[src/rtl/ysyx_22041211_mem_arbiter_pkg.sv]
// Shared encodings for the IFU/LSU memory arbiter: FSM states, owner ids, load masks.
// Latency: n/a (constants only).
// Backpressure: n/a.
// Optional feature macro used by importers: ARB_ROUND_ROBIN_EN.
package ysyx_22041211_mem_arbiter_pkg;

    typedef enum logic [1:0] {
        ARB_IDLE = 2'd0,
        ARB_REQ  = 2'd1,
        ARB_WAIT = 2'd2
    } arb_state_e;

    // Owner / grant identity of a transaction.
    localparam logic ARB_OWN_IFU = 1'b0;
    localparam logic ARB_OWN_LSU = 1'b1;

    // Byte masks shared with the rest of the core.
    localparam logic [7:0] LOAD_MASK_8  = 8'h01;
    localparam logic [7:0] LOAD_MASK_16 = 8'h03;
    localparam logic [7:0] LOAD_MASK_32 = 8'h0F;
    localparam logic [7:0] LOAD_MASK_64 = 8'hFF;

endpackage

[src/rtl/ysyx_22041211_arb_pick.sv]
// Combinational 2-way picker between IFU and LSU requests; grant is one-hot {lsu, ifu}.
// Latency: 0 cycles (pure combinational).
// Backpressure: none; grant is zero when neither requester is valid.
// ARB_ROUND_ROBIN_EN defined: ties go to the requester not granted last.
// Undefined: fixed priority, LSU wins ties; last_grant is ignored.
// Ports: ifu_valid/lsu_valid request flags, last_grant previous winner, grant {lsu, ifu}.
module ysyx_22041211_arb_pick
    import ysyx_22041211_mem_arbiter_pkg::*;
(
    input  logic       ifu_valid,
    input  logic       lsu_valid,
    input  logic       last_grant,
    output logic [1:0] grant
);

`ifdef ARB_ROUND_ROBIN_EN
    always_comb begin
        grant = 2'b00;
        if (ifu_valid && lsu_valid) begin
            grant = (last_grant == ARB_OWN_LSU) ? 2'b01 : 2'b10;
        end else if (ifu_valid) begin
            grant = 2'b01;
        end else if (lsu_valid) begin
            grant = 2'b10;
        end
    end
`else
    logic unused_last_grant;
    assign unused_last_grant = last_grant;

    // LSU first so outstanding memory ops drain before the next fetch.
    always_comb begin
        grant = 2'b00;
        if (lsu_valid) begin
            grant = 2'b10;
        end else if (ifu_valid) begin
            grant = 2'b01;
        end
    end
`endif

endmodule

[src/rtl/ysyx_22041211_mem_arbiter.sv]
// Shares one memory port between IFU fetches and LSU loads/stores, one transaction in flight.
// Latency: accept at N, mem_req_valid at N+1, response passed through at N+2 with zero-wait memory.
// Backpressure: requesters are only ready in IDLE; REQ holds fields until mem_req_ready.
// Optional macro ARB_ROUND_ROBIN_EN: round-robin tie break (else LSU wins ties).
// Ports: ifu_* fetch request/response, lsu_* load/store request/response,
//        mem_* registered request to memory and its response; clk/rst synchronous active-high.
module ysyx_22041211_mem_arbiter
    import ysyx_22041211_mem_arbiter_pkg::*;
#(
    parameter int DATA_LEN = 32,
    parameter int MASK_LEN = 8
) (
    input  logic                clk,
    input  logic                rst,
    input  logic                ifu_req_valid,
    output logic                ifu_req_ready,
    input  logic [DATA_LEN-1:0] ifu_addr,
    output logic                ifu_rsp_valid,
    output logic [DATA_LEN-1:0] ifu_rdata,
    input  logic                lsu_req_valid,
    output logic                lsu_req_ready,
    input  logic [DATA_LEN-1:0] lsu_addr,
    input  logic                lsu_wen,
    input  logic [DATA_LEN-1:0] lsu_wdata,
    input  logic [MASK_LEN-1:0] lsu_mask,
    output logic                lsu_rsp_valid,
    output logic [DATA_LEN-1:0] lsu_rdata,
    output logic                mem_req_valid,
    input  logic                mem_req_ready,
    output logic [DATA_LEN-1:0] mem_addr,
    output logic                mem_wen,
    output logic [DATA_LEN-1:0] mem_wdata,
    output logic [MASK_LEN-1:0] mem_mask,
    input  logic                mem_rsp_valid,
    input  logic [DATA_LEN-1:0] mem_rdata
);

    arb_state_e          state_q, state_d;
    logic                owner_q, owner_d;
    logic [DATA_LEN-1:0] addr_q, addr_d;
    logic                wen_q, wen_d;
    logic [DATA_LEN-1:0] wdata_q, wdata_d;
    logic [MASK_LEN-1:0] mask_q, mask_d;
    logic [1:0]          grant;
    logic                last_grant;

`ifdef ARB_ROUND_ROBIN_EN
    logic last_grant_q, last_grant_d;
    assign last_grant = last_grant_q;
`else
    assign last_grant = ARB_OWN_LSU;
`endif

    ysyx_22041211_arb_pick u_pick (
        .ifu_valid  (ifu_req_valid),
        .lsu_valid  (lsu_req_valid),
        .last_grant (last_grant),
        .grant      (grant)
    );

    always_comb begin
        state_d       = state_q;
        owner_d       = owner_q;
        addr_d        = addr_q;
        wen_d         = wen_q;
        wdata_d       = wdata_q;
        mask_d        = mask_q;
`ifdef ARB_ROUND_ROBIN_EN
        last_grant_d  = last_grant_q;
`endif
        ifu_req_ready = 1'b0;
        lsu_req_ready = 1'b0;
        ifu_rsp_valid = 1'b0;
        lsu_rsp_valid = 1'b0;
        ifu_rdata     = '0;
        lsu_rdata     = '0;
        mem_req_valid = 1'b0;

        case (state_q)
            ARB_IDLE: begin
                if (grant[0]) begin
                    // Fetches are always full-word reads.
                    ifu_req_ready = 1'b1;
                    owner_d       = ARB_OWN_IFU;
                    addr_d        = ifu_addr;
                    wen_d         = 1'b0;
                    wdata_d       = '0;
                    mask_d        = MASK_LEN'(LOAD_MASK_32);
                    state_d       = ARB_REQ;
                end else if (grant[1]) begin
                    lsu_req_ready = 1'b1;
                    owner_d       = ARB_OWN_LSU;
                    addr_d        = lsu_addr;
                    wen_d         = lsu_wen;
                    wdata_d       = lsu_wdata;
                    mask_d        = lsu_mask;
                    state_d       = ARB_REQ;
                end
`ifdef ARB_ROUND_ROBIN_EN
                if (grant != 2'b00) begin
                    last_grant_d = grant[1] ? ARB_OWN_LSU : ARB_OWN_IFU;
                end
`endif
            end
            ARB_REQ: begin
                mem_req_valid = 1'b1;
                if (mem_req_ready) begin
                    state_d = ARB_WAIT;
                end
            end
            ARB_WAIT: begin
                // Response is passed straight through to the owner in the same cycle.
                if (mem_rsp_valid) begin
                    if (owner_q == ARB_OWN_IFU) begin
                        ifu_rsp_valid = 1'b1;
                        ifu_rdata     = mem_rdata;
                    end else begin
                        lsu_rsp_valid = 1'b1;
                        lsu_rdata     = wen_q ? '0 : mem_rdata;
                    end
                    state_d = ARB_IDLE;
                end
            end
            default: state_d = ARB_IDLE;
        endcase

        // While reset is held nothing is accepted, launched or answered.
        if (rst) begin
            ifu_req_ready = 1'b0;
            lsu_req_ready = 1'b0;
            ifu_rsp_valid = 1'b0;
            lsu_rsp_valid = 1'b0;
            ifu_rdata     = '0;
            lsu_rdata     = '0;
            mem_req_valid = 1'b0;
        end
    end

    always_ff @(posedge clk) begin
        if (rst) begin
            state_q      <= ARB_IDLE;
            owner_q      <= ARB_OWN_LSU;
            addr_q       <= '0;
            wen_q        <= 1'b0;
            wdata_q      <= '0;
            mask_q       <= '0;
`ifdef ARB_ROUND_ROBIN_EN
            last_grant_q <= ARB_OWN_LSU;
`endif
        end else begin
            state_q      <= state_d;
            owner_q      <= owner_d;
            addr_q       <= addr_d;
            wen_q        <= wen_d;
            wdata_q      <= wdata_d;
            mask_q       <= mask_d;
`ifdef ARB_ROUND_ROBIN_EN
            last_grant_q <= last_grant_d;
`endif
        end
    end

    assign mem_addr  = addr_q;
    assign mem_wen   = wen_q;
    assign mem_wdata = wdata_q;
    assign mem_mask  = mask_q;

endmodule

[config.mk]
export PLATFORM = sky130hd
export DESIGN_NAME = ysyx_22041211_mem_arbiter
export DESIGN_NICKNAME = d
export VERILOG_FILES = /design/src/rtl/ysyx_22041211_mem_arbiter_pkg.sv /design/src/rtl/ysyx_22041211_arb_pick.sv /design/src/rtl/ysyx_22041211_mem_arbiter.sv
export SDC_FILE = /design/constraint.sdc
export NUM_CORES = 1
export LEC_CHECK = 0
export CAP_MARGIN = 30
export CORE_ASPECT_RATIO = 0.8
export CORE_MARGIN = 2
export CORE_UTILIZATION = 29
export CTS_CLUSTER_DIAMETER = 100
export DETAILED_ROUTE_END_ITERATION = 8
export PLACE_DENSITY_LB_ADDON = 0.05
export SLEW_MARGIN = 20
export SYNTH_ARGS = -nofsm -noshare
export SYNTH_HDL_FRONTEND = slang
export SYNTH_SLANG_ARGS = --single-unit
[constraint.sdc]
create_clock -name clk -period 1.8 [get_ports clk]
set_clock_uncertainty 0.1 [all_clocks]
set_input_delay 0.36 -clock clk [delete_from_list [all_inputs] [get_ports clk]]
set_output_delay 0.36 -clock clk [all_outputs]
set_load 0.05 [all_outputs]
# Word level (Yosys, flattened, before mapping)
# Index checks and enable logic that the tools add are counted.
# totals
reg_bits	76
inputBits	143
out_inout_bits	142
elab_cells	58
# classes
n_eq_ne	5
n_mux	43
reduce_logical	4
# ops
operator	n
two-way mux 32 bit	13
two-way mux 1 bit	22
two-way mux 8 bit	2
two-way mux 2 bit	5
case mux 2 bit (3 select lines)	1
!= test 2 bit (second input constant)	2
!= test 3 bit (second input constant)	1
AND reduction 3 bit	1
== test 2 x 1 -> 1 bit (second input constant)	1
== test 2 bit (second input constant)	1
logical NOT 2 bit	1
AND reduction 2 bit	1
nonzero test 2 bit	1

# Longest topological paths before layout
# logic_depth
word_depth	6
mapped_depth	6
mapped_depth_nobuf	3

# By module
# Synthesis repeated with hierarchy kept, for this count alone.
# unflattened
hier_cells	337
area_unflattened_um2	3559.7
# modules_own_cells
mod	n_inst	cells_per_inst	area_each_um2	seq_area_each_um2
ysyx_22041211_mem_arbiter	1	335	3538.4	1521.5
ysyx_22041211_arb_pick	1	2	21.3	0.0

# Least setup slack after synthesis
# Ideal clock, no wire load.
# synth_path
kind	input to output
startpoint	input lsu_req_valid
endpoint	output ifu_req_ready
t_arrival_ns	2.274
t_required_ns	1.340
setup_slack_ns	-0.934
cell_stages	4
path_buffers	2
path_cell_list	nand2b_1 clkbuf_1 clkbuf_1 nor4_1
# synth_via
elab_chain_len	4
# synth_rtl
item	line	rtl
from (decl)	ysyx_22041211_mem_arbiter.sv:20	input logic lsu_req_valid,
two-way mux 2 bit	ysyx_22041211_arb_pick.sv:34	if (lsu_valid) begin
two-way mux 1 bit	ysyx_22041211_mem_arbiter.sv:81	if (grant[0]) begin
two-way mux 1 bit	ysyx_22041211_mem_arbiter.sv:79	case (state_q)
two-way mux 1 bit	ysyx_22041211_mem_arbiter.sv:128	if (rst) begin
to (decl)	ysyx_22041211_mem_arbiter.sv:16	output logic ifu_req_ready,
# Every way passes these cells.

# Worst setup path in the final report
# layout_path
startpoint	register state_q[0]
endpoint	output lsu_rdata[23]
# layout_via
elab_chain_len	3
# layout_rtl
item	line	rtl
from (decl)	ysyx_22041211_mem_arbiter.sv:38	arb_state_e state_q, state_d;
from (signal assigned)	ysyx_22041211_mem_arbiter.sv:151	state_q <= state_d;
== test 2 bit	ysyx_22041211_mem_arbiter.sv:79	
two-way mux 32 bit	ysyx_22041211_mem_arbiter.sv:79	
two-way mux 32 bit	ysyx_22041211_mem_arbiter.sv:128	
to (decl)	ysyx_22041211_mem_arbiter.sv:27	output logic [DATA_LEN-1:0] lsu_rdata,
# Every way passes these cells.

==> results.yml <==
synthesis:
  synth_cell_types: 23
  synth_fp_nets: 523
  syn_avg_cell_area_sq_um: 8.841
  ys_ff_latch: 76
  seq_area_frac_synth_pct: 45.29
  netlist_area_sq_mm: 0.003359
  ys.warnings.count: 0
  synth_cells: 380
timing:
  finalSetupTns_ps: -34200
  fin_crit_sh_pct: 132.0
  fmax_mhz: 420.8
  worst_slew_pin_slew_ps: 532.6
  final_max_slew_viol_count: 0
  setup_violations: 67
  layout_setup_ws_ps: -576.4
  rsz0062_at_grt: "true"
  whs_ps: 363.9
  hold_viol: 0
  max-slew-margin-rel_pct: 64.49
  fin_crit_ps: 2376
clocking:
  clock-sinks: 76
  cts_tree: "built"
  clk_latency_ps: 320
  path_clk_slew_ps: 60
  ctsHtreeMaxLevel: 3
  clk_path_buf_depth: 2
  cts-root-buf: "clkbuf_16"
  cts_buffers: 9
global_route:
  grt_max_degree: 44
  use_met1_pct: 28.48
  groute.layer.met2.usage_pct: 38.71
  grt_pass1_vias: 3789
  grt_pass1_wl_mm: 22.29
  grt-busiest-layer: "met2"
  gr-usage-met3_pct: 5.597
  antenna_found_initial: 1
  grt.overflow.total: 0
  grtUsageTotal_pct: 22.41
drt:
  drtIter0Drc: 141
  via_count: 4009
  postRouteAntennaNets: 0
  dr.pass1.iters: 4
  wire_per_inst_um: 17.80
  via_per_inst: 4.790
  drc_errors: 0
  wirelength_mm: 14.90
pwr:
  p_comb_share_pct: 31.8
  vdd_drop_max_mv: 0.5615
  switching_share_pct: 31.82
  pwr-share-seq_pct: 34.4
  switching_power_w: 0.001790
  p_per_area_mw_per_mm2: 721.6
  p_int_w: 0.003835
  p_clk_share_pct: 33.8
  p_leak_nw: 3.294
setup_path:
  crit_type: "flop to primary output"
  critPathSlowestCell: "or3b_4"
  slowest_delay_ps: 400
  required_ps: 1340
  critPathArrivalTime_ps: 1920
  crit_family: "simple AND/OR/NAND/NOR gates"
  cpMostUsedCell: "buf_6"
  crit_buf_inv: 4
  worstPathCellList: "or3b_4 > buf_6 > nor3_4 > buf_6 > buf_16 > and2_4 > buf_12"
  crit_path_max_fanout: 8
  end_kind: "primary output"
  critPathLaunchType: "flop"
floorplanning:
  fp-row-count: 35
  start_util_pct: 29.51
  chipHeight_um: 100.3
  dieArea_sq_mm: 0.01247
  core_sq_mm: 0.01139
  ios: 285
  fp.dieW_um: 124.3
run_status:
  violations: "setup timing"
  outcome: "finished with violations"
layout:
  fin_util_pct: 68.45
  fin_nets: 826
  fillers: 863
  drive_gt1_share_pct: 40.99
  area_growth_pct: 132.0
place:
  port_buffers: 284
  globalplace.congestion: 0.7809
  place.detailed.hpwl_mm: 11.14
  pre_cts_ws_ps: -703.8
flow_run:
  maxCapViolations: 0
min_path:
  hold_class: "primary input to flop"
[final timing paths]
kind	from	to	slack [ps]	cells after the start
hold / removal	mem_rsp_valid	state_q[1]$_SDFFE_PP0P_	360	4
hold reg to reg	mem_wdata[23]$_SDFFE_PP0P_	mem_wdata[23]$_SDFFE_PP0P_	370	1
setup / recovery	state_q[0]$_SDFFE_PP0P_	lsu_rdata[23]	-580	7
setup reg to reg	state_q[0]$_SDFFE_PP0P_	mem_wdata[16]$_SDFFE_PP0P_	60	8
[what timing repair did]
| action | 4_1_cts | 5_1_grt |
|---|---|---|
| buffers inserted | 14 | 5 |
| resized for setup | 32 | 10 |
| hold buffers | 0 | 0 |
| setup endpoints to repair | 68 | 134 |
| pin swaps | 47 | 7 |
| gates cloned | 5 | 2 |
[layer usage]
layer / share of wire, % / vias to the layer above
met4: 0.58 / 0
met3: 6.7 / 6
met2: 51 / 169
li1: - / 1956
met5: 0 / -
met1: 42 / 1878
[cell type report]
cell class	count	area, sq um	share of cell area (%)
well taps	148	185.2	2.376
flip-flops and latches	76	1524	19.55
diodes	1	2.502	0.03211
repair buffers	331	3906	50.12
clock buffers	11	232.7	2.986
multi-input cells	265	1857	23.82
clock inverters	5	86.33	1.108
[sequential cells by signal, indices dropped and copies added (netlist names)]
register   cells
mem_mask       8
mem_addr      32
mem_wdata     32
mem_wen        1
state_q        2
owner_q        1
[per-stage QoR]
stage	power (W)	instance area (sq um)	instances
after global placement	0.003677	7139	801
after detailed placement	0.003696	7139	801
after floorplan	0.002915	3547	380
after global routing	0.005859	7794	837
after CTS	0.005670	7809	836
final	0.005624	7794	837
[kinds of logic (layout without fill, tap and decap cells)]
group,after synthesis,count (layout),share of synthesized area (%)
simple gates,156,156,24.13
compound gates,109,109,24.21
flops,76,76,45.29
buf+inv,39,347,6.369
other cells,0,1,0
[worst min-delay path: stages]
cell	delay [ps]
dlygate4sd2_1	220
nor2_1	50
nand2_1	50
a21oi_1	60
[Yosys cell counts]
cell | instances | area, sq um
nor3b_1 | 2 | 15.01
or3b_4 | 2 | 22.52
or2_1 | 1 | 6.260
nor3b_4 | 1 | 18.77
buf_2 | 12 | 60.06
buf_6 | 6 | 67.56
nor3_1 | 4 | 20.02
dfxtp_1 | 76 | 1521
nand2_1 | 67 | 251.5
nand3b_1 | 1 | 7.510
and2_1 | 65 | 406.6
a21oi_2 | 1 | 8.760
nor4_1 | 1 | 6.260
clkbuf_1 | 19 | 71.32
nor2b_1 | 1 | 6.260
nand2b_1 | 1 | 6.260
a21oi_1 | 38 | 190.2
nor3_2 | 1 | 10.01
a221o_1 | 1 | 10.01
a311oi_1 | 32 | 280.3
a22o_1 | 37 | 324.1
buf_4 | 2 | 15.01
nor2_1 | 9 | 33.78
[layout by cell type (no fill, tap or decap), types with 2 or more instances in the layout]
master / count
a21oi_1: 38
a22o_1: 37
a311oi_1: 32
and2_4: 64
buf_12: 76
buf_16: 3
buf_4: 97
buf_6: 12
bufinv_16: 2
clkbuf_1: 2
clkbuf_16: 10
clkdlybuf4s50_1: 138
clkinv_4: 3
dfxtp_1: 74
dfxtp_2: 2
dlygate4sd2_1: 2
nand2_1: 67
nor2_1: 6
nor2_4: 3
nor3_1: 4
nor3b_4: 2
or3b_4: 2
[power by group through the flow]
| stage | registers [W] | clock network [W] | logic, W |
|---|---|---|---|
| after global routing | 0.00195 | 0.00202 | 0.00188 |
| after floorplan | 0.00249 | 0 | 0.000430 |
| after global placement | 0.00196 | 0 | 0.00172 |
| final | 0.00193 | 0.00190 | 0.00179 |
| after CTS | 0.00193 | 0.00196 | 0.00178 |
| after detailed placement | 0.00197 | 0 | 0.00173 |
Note: power is estimated with default switching activity, not from simulation.
